[src/rtl/log_phase_fold_3h.sv]
// log_phase_fold_3h: phase generation front end for the log-domain
// trigonometric FLAF expansion. Forms pi*x, 2*pi*x and 3*pi*x in pi/32 steps
// and folds each phase into the first quadrant. Each harmonic gets a 0..16
// LUT index, sign flags and log-of-zero flags.
//
// Ports:
//   clk, rst (async, active high)
//   x_in [X_W]      signed Q1.(X_W-1) sample
//   in_valid/in_ready, out_valid/out_ready  two-stage elastic handshake
//   idx1..idx3 [5]  folded LUT index per harmonic
//   sin_neg, cos_neg, sin_zero, cos_zero [3]  bit k-1 belongs to harmonic k
module log_phase_fold_3h #(
  parameter int X_W   = 16,
  parameter bit ROUND = 1'b1
) (
  input  logic           clk,
  input  logic           rst,
  input  logic [X_W-1:0] x_in,
  input  logic           in_valid,
  output logic           in_ready,
  output logic           out_valid,
  input  logic           out_ready,
  output logic [4:0]     idx1,
  output logic [4:0]     idx2,
  output logic [4:0]     idx3,
  output logic [2:0]     sin_neg,
  output logic [2:0]     cos_neg,
  output logic [2:0]     sin_zero,
  output logic [2:0]     cos_zero
);

  localparam int KW = X_W + 3;
  localparam int SH = X_W - 6;
  localparam logic [KW-1:0] RND = ROUND ? (KW'(1) << (X_W - 7)) : '0;

  // k*x with enough headroom that 3*x plus the rounding offset cannot overflow.
  logic [KW-1:0] x1, x2, x3, s1, s2, s3;
  assign x1 = {{3{x_in[X_W-1]}}, x_in};
  assign x2 = x1 << 1;
  assign x3 = x2 + x1;
  assign s1 = x1 + RND;
  assign s2 = x2 + RND;
  assign s3 = x3 + RND;

  // Bits [SH+5:SH] equal the low 6 bits of the arithmetic right shift by SH,
  // i.e. the phase in pi/32 units taken modulo 2*pi.
  logic unused_bits;
  assign unused_bits = ^{s1[KW-1:SH+6], s1[SH-1:0],
                         s2[KW-1:SH+6], s2[SH-1:0],
                         s3[KW-1:SH+6], s3[SH-1:0]};

  // {idx[4:0], sin_neg, cos_neg, sin_zero, cos_zero}
  function automatic logic [8:0] fold(input logic [5:0] p);
    logic [4:0] idx;
    logic       sn, cn, sz, cz;
    idx = p[4] ? (5'd16 - {1'b0, p[3:0]}) : {1'b0, p[3:0]};
    sn  = p[5];
    cn  = p[5] ^ p[4];
    sz  = (idx == 5'd0);
    cz  = (idx == 5'd16);
    // log of zero carries no sign
    return {idx, sn & ~sz, cn & ~cz, sz, cz};
  endfunction

  logic       v1, v2, adv1, adv2;
  logic [5:0] p1, p2, p3;
  logic [8:0] f1, f2, f3;

  assign adv2      = ~v2 | out_ready;
  assign adv1      = ~v1 | adv2;
  assign in_ready  = adv1;
  assign out_valid = v2;

  assign f1 = fold(p1);
  assign f2 = fold(p2);
  assign f3 = fold(p3);

  always_ff @(posedge clk or posedge rst) begin
    if (rst) begin
      v1       <= 1'b0;
      v2       <= 1'b0;
      p1       <= '0;
      p2       <= '0;
      p3       <= '0;
      idx1     <= '0;
      idx2     <= '0;
      idx3     <= '0;
      sin_neg  <= '0;
      cos_neg  <= '0;
      sin_zero <= '0;
      cos_zero <= '0;
    end else begin
      if (adv1) begin
        v1 <= in_valid;
        if (in_valid) begin
          p1 <= s1[SH+5:SH];
          p2 <= s2[SH+5:SH];
          p3 <= s3[SH+5:SH];
        end
      end
      if (adv2) begin
        v2 <= v1;
        // Only real samples overwrite the output registers.
        if (v1) begin
          idx1     <= f1[8:4];
          idx2     <= f2[8:4];
          idx3     <= f3[8:4];
          sin_neg  <= {f3[3], f2[3], f1[3]};
          cos_neg  <= {f3[2], f2[2], f1[2]};
          sin_zero <= {f3[1], f2[1], f1[1]};
          cos_zero <= {f3[0], f2[0], f1[0]};
        end
      end
    end
  end

endmodule
[config.mk]
export PLATFORM = sky130hd
export DESIGN_NAME = log_phase_fold_3h
export DESIGN_NICKNAME = d
export VERILOG_FILES = /design/src/rtl/log_phase_fold_3h.sv
export SDC_FILE = /design/constraint.sdc
export NUM_CORES = 1
export LEC_CHECK = 0
export CAP_MARGIN = 15
export CORE_ASPECT_RATIO = 0.5
export CORE_MARGIN = 1.5
export CORE_UTILIZATION = 36
export CTS_CLUSTER_SIZE = 30
export DETAILED_ROUTE_END_ITERATION = 10
export PLACE_DENSITY = 0.63
export SYNTH_ARGS = -nofsm -noshare
export SYNTH_HDL_FRONTEND = slang
export SYNTH_SLANG_ARGS = --single-unit
[constraint.sdc]
create_clock -name clk -period 1.65 [get_ports clk]
set_input_delay 0.4125 -clock clk [delete_from_list [all_inputs] [get_ports clk]]
set_output_delay 0.4125 -clock clk [all_outputs]
set_load 0.01 [all_outputs]
Yosys cells after proc, flatten, opt, wreduce, memory -nomap -nowiden
Cells that the tools add are included.

storage, ports and cells
  memory bits (read-only) = 0
  RAM bits = 0
  memories = 0
  logic and storage cells = 49
  output and inout bits = 29
  input port bits = 20
  register bits after elaboration = 47
  latch bits = 0

operators by class
  multiplexer cells = 3
  multiply operators = 0
  div/mod/pow operators = 0
  add/sub/neg operators = 7
  reductions and logical operators = 5
  $lt $le $gt $ge = 0
  equality and inequality tests = 3
  bitwise gates (word level) = 19
  shifts and indexed selects = 0

operator list
  operator                  number
  $add A16 B11 Y16 const B  3
  $add A16 B16 Y16          1
  $eq A5 B5 Y1 const B      3
  $logic_not A5 Y1          3
  $mux W5                   3
  $sub A5 B4 Y5 const A     3
  $not A1 Y1                8
  $and A1 B1 Y1             6
  $reduce_and A2 Y1         2
  $xor A1 B1 Y1             3
  $or A1 B1 Y1              2

Longest topological paths before layout
  depth in word-level cells = 5
  gate-level depth with buffers = 10
  depth with buffers taken out = 9

Worst setup path before layout
No wires, ideal clock.

  path type = input -> register
  start = input port x_in[9]
  end = register p3[4]
  path slack = -0.455 ns
  required time = 1.518 ns
  arrival time = 1.973 ns
  buffers on the path = 1
  cell stages on the path = 7
  setup time = 0.132 ns
  path through = ha_1 > ha_1 > buf_6 > and4_1 > a211oi_2 > nor3_1 > or3b_1

between the ends
  word-level cells in the longest chain between the ends = 2

ends and longest elaborated chain
  item                  line  source
  from (decl)           18    input logic [X_W-1:0] x_in,
  $add A16 B16 Y16      40    assign x3 = x2 + x1;
  $add A16 B11 Y16      43    assign s3 = x3 + RND;
  to (signal assigned)  98    p3 <= s3[SH+5:SH];
  to (decl)             66    logic [5:0] p1, p2, p3;

Every way passes these cells.
A chain may end at the register's enable or synchronous reset.

Worst setup path after layout
  start = input port x_in[3]
  end = register p3[5]

Same word-level chain as after synthesis.

==> flow_results.xml <==
<?xml version="1.0" encoding="UTF-8"?>
<metrics>
  <group name="min_path">
    <metric name="min-delay-path-class" unit="">in -&gt; async</metric>
  </group>
  <group name="sta">
    <metric name="total_of_endpoints_with_negative_setup_slack_in_the_final_report" unit="">6</metric>
    <metric name="slew_violations" unit="">0</metric>
    <metric name="final.setup.tns" unit="ns">-1.37</metric>
    <metric name="min_period" unit="ns">1.99</metric>
    <metric name="fin_ws" unit="ns">-0.337</metric>
    <metric name="slew-limit-headroom" unit="">0.798</metric>
    <metric name="timing.clock.skew" unit="ns">0.00701</metric>
    <metric name="timing_worst_slew_pin_value" unit="ns">0.300</metric>
    <metric name="fin_crit_sh" unit="">1.20</metric>
    <metric name="timing.fmax" unit="MHz">503</metric>
    <metric name="final_hold_viol_count" unit="">0</metric>
    <metric name="rsz0062_at_grt" unit="">yes</metric>
  </group>
  <group name="flow_run">
    <metric name="timing.max_cap.violations" unit="">0</metric>
  </group>
  <group name="yosys">
    <metric name="synthesis.nets" unit="">373</metric>
    <metric name="ys.flop_type" unit="">dfrtp_1</metric>
    <metric name="async_flop_share" unit="">1.00</metric>
    <metric name="synth.yosys.seq_area_share" unit="">0.393</metric>
    <metric name="ys_warn_count" unit="">0</metric>
    <metric name="syn_inst" unit="">322</metric>
    <metric name="synth_enable_flop_cells" unit="">0</metric>
    <metric name="ys_top_cells_by_area" unit="">dfrtp_1 (39%), ha_1 (13%), nand2_1 (7.8%)</metric>
    <metric name="yosysTopAreaCell" unit="">dfrtp_1</metric>
    <metric name="yosys_register_bits" unit="">47</metric>
    <metric name="netlist-cell-type-count" unit="">46</metric>
    <metric name="syn-cell-area" unit="µm²">2990</metric>
    <metric name="syn-mean-instance-area" unit="µm²">9.29</metric>
    <metric name="synth_top_area_share" unit="">0.393</metric>
  </group>
  <group name="cells_and_area">
    <metric name="count_of_antenna_diodes_in_the_layout" unit="">0</metric>
    <metric name="area_growth_syn_to_layout" unit="%">54.3</metric>
    <metric name="finish.net_count" unit="">467</metric>
    <metric name="mostFrequentLayoutCells" unit="">nand2_1 (61), dfrtp_1 (47), buf_4 (47)</metric>
    <metric name="final_layout_size_suffix_gt1_frac" unit="">0.329</metric>
    <metric name="leading_cell_type_in_the_layout_fill_and_taps_excluded" unit="">nand2_1</metric>
    <metric name="finalNonFillerCells" unit="">528</metric>
  </group>
  <group name="floorplan">
    <metric name="placeableCoreArea" unit="µm²">8030</metric>
    <metric name="pin_count" unit="">49</metric>
    <metric name="die_w" unit="µm">132</metric>
    <metric name="design.die.area" unit="µm²">8900</metric>
    <metric name="placementRows" unit="">23</metric>
    <metric name="start_util" unit="">0.373</metric>
    <metric name="die_y" unit="µm">67.5</metric>
  </group>
  <group name="pwr">
    <metric name="total_leakage_power" unit="nW">1.93</metric>
    <metric name="power.share.switching" unit="">0.318</metric>
    <metric name="power.density_cell_area" unit="nW/µm²">1000</metric>
    <metric name="clockPowerShare" unit="">0.239</metric>
    <metric name="intPower" unit="W">0.00316</metric>
    <metric name="seq_power_share" unit="">0.346</metric>
    <metric name="pwr-share-comb" unit="">0.415</metric>
    <metric name="vdd_drop_max" unit="V">0.000463</metric>
    <metric name="netSwitchingPower" unit="W">0.00147</metric>
  </group>
  <group name="worst_setup_path">
    <metric name="worstSetupStartpointType" unit="">input pin</metric>
    <metric name="worstPathMaxFanout" unit="">3</metric>
    <metric name="arrival_time_of_data_at_the_critical_path_endpoint" unit="ns">2.19</metric>
    <metric name="worstSetupPathType" unit="">in -&gt; reg</metric>
    <metric name="slowest_stage" unit="">ha_4</metric>
    <metric name="critical_path_required" unit="ns">1.85</metric>
    <metric name="path_cells" unit="">buf_8 &gt; ha_4 &gt; ha_4 &gt; a41oi_4 &gt; buf_6 &gt; a211oi_4 &gt; buf_6 &gt; o2111ai_4 &gt; and3_4 &gt; o31ai_2</metric>
    <metric name="endpoint_kind" unit="">flop</metric>
    <metric name="critical-path-max-stage-delay" unit="ns">0.27</metric>
  </group>
  <group name="clock_network">
    <metric name="tritoncts" unit="">built</metric>
    <metric name="clock_tree.root_cell" unit="">clkbuf_16</metric>
    <metric name="cts_buffers" unit="">5</metric>
    <metric name="cts_num_sinks" unit="">47</metric>
    <metric name="worstSkewPairLatency" unit="ns">0.29</metric>
    <metric name="path_clk_slew" unit="ns">0.06</metric>
    <metric name="cts_max_level" unit="">2</metric>
    <metric name="clk_path_buf_depth" unit="">2</metric>
  </group>
  <group name="route">
    <metric name="wl_per_cell" unit="µm">13.6</metric>
    <metric name="detailedRoute.firstIterationViolations" unit="">112</metric>
    <metric name="post_drt_antenna_nets" unit="">0</metric>
    <metric name="routed_wl" unit="µm">7170</metric>
    <metric name="viasPerCell" unit="">4.94</metric>
    <metric name="num_vias" unit="">2609</metric>
    <metric name="first_pass_iters" unit="">4</metric>
    <metric name="remaining_drc_errors" unit="">0</metric>
  </group>
  <group name="grt">
    <metric name="grt_start_max_net_pins" unit="">49</metric>
    <metric name="grt_pass1_wl" unit="µm">12400</metric>
    <metric name="number_of_antenna_violations_at_the_first_check_in_global_routing" unit="">0</metric>
    <metric name="grt_util_all_layers" unit="">0.175</metric>
    <metric name="total_gr_overflow" unit="">0</metric>
    <metric name="first_global_vias" unit="">2631</metric>
  </group>
  <group name="place">
    <metric name="place.port_buffers" unit="">48</metric>
    <metric name="dp_hpwl" unit="µm">5470</metric>
    <metric name="routabilityCongestion" unit="">0.859</metric>
    <metric name="placed_instances" unit="">507</metric>
  </group>
  <group name="outcome">
    <metric name="failing_checks" unit="">negative setup slack</metric>
    <metric name="status" unit="">finished, violations left</metric>
  </group>
</metrics>
## power by group through the flow
stage	Combinational [W]	Clock [W]	Sequential (W)
after floorplan	0.000915	0	0.00166
after global placement	0.00169	0	0.00161
after detailed placement	0.00174	0	0.00162
after CTS	0.00187	0.00112	0.00160
after global routing	0.00213	0.00117	0.00164
final	0.00192	0.00111	0.00160
## repair_timing
action | 4_1_cts | 5_1_grt
pin swaps | 31 | 11
setup buffers | 10 | 4
gates resized for setup | 101 | 12
cloned | 0 | 0
hold buffers | 0 | 0
setup endpoints to repair | 7 | 9
## stage by stage
step / total power [W] / hold slack (ns) / instance area (µm²) / util / setup slack (ns)
floorplan: 0.00258 / 0.483 / 3270 / - / -0.318
CTS: 0.00460 / 0.482 / 4530 / 0.564 / -0.294
finish: 0.00463 / 0.473 / 4620 / 0.575 / -0.337
global route: 0.00494 / 0.501 / 4620 / 0.575 / -0.412
global placement: 0.00330 / 0.463 / 4140 / 0.515 / -0.995
detailed placement: 0.00336 / 0.469 / 4140 / 0.515 / -1.05
## registers in the layout, indices dropped and copies added, names as in the netlist, 5 cells and up
register / cells
idx1: 5
idx3: 5
p1: 6
p2: 6
idx2: 5
p3: 6
## area by class of cell
class / instances / area [µm²]
sequential: 47 / 1180
fill: 686 / 3410
timing repair buffer: 102 / 923
clock inverter: 1 / 30.0
inverter: 15 / 63.8
tap: 112 / 140
multi-input combinational: 245 / 2160
clock buffer: 6 / 129
## worst paths after layout
kind / from / end / slack (ns) / depth (start not counted)
setup / recovery: x_in[3] / p3[5] / -0.34 / 10
hold / removal: rst / idx3[4] / 0.47 / 3
setup reg to reg: p2[1] / sin_zero[1] / 0.07 / 7
hold reg to reg: cos_neg[1] / cos_neg[1] / 0.48 / 2
max in group asynchronous: rst / idx1[3] / 0.95 / 3
min in group clk: cos_neg[1] / cos_neg[1] / 0.48 / 2
## synthesized netlist by cell type, drive strengths merged (3+ instances only)
| cell | number |
|---|---|
| nand2 | 62 |
| dfrtp | 47 |
| o21ai | 40 |
| ha | 31 |
| xor2 | 17 |
| inv | 15 |
| nand3 | 13 |
| a21oi | 12 |
| o31ai | 12 |
| clkbuf | 8 |
| buf | 7 |
| nor2 | 7 |
| xnor2 | 6 |
| nand2b | 5 |
| and4 | 4 |
| nand4 | 4 |
| a211oi | 3 |
| mux2i | 3 |
| nor2b | 3 |
## logic make-up (layout without fill, tap and decap cells)
family	count (synthesis)	after routing	share of synthesized area
simple gates	108	108	0.174
compound gates	78	78	0.171
flops	47	47	0.393
fa+ha+maj	31	31	0.130
buf+inv	30	124	0.0481
xor+xnor	23	23	0.0673
mux	5	5	0.0176
## critical path: cells and delay by family
kind                       cells  cell delay, ns
AOI/OAI and AO/OA              4            0.68
adders and majority gates      2            0.50
buffers and inverters          3            0.40
and+or+nand+nor                1            0.20
## layer usage
metal / up-vias / part of all wire / global-route usage
met3: 13 / 0.034 / 0.0233
met1: 1225 / 0.48 / 0.220
met4: 0 / 0.020 / 0.0694
met5: - / 0 / 0
met2: 43 / 0.47 / 0.314
li1: 1328 / - / -
(Power assumes the default switching activity.)
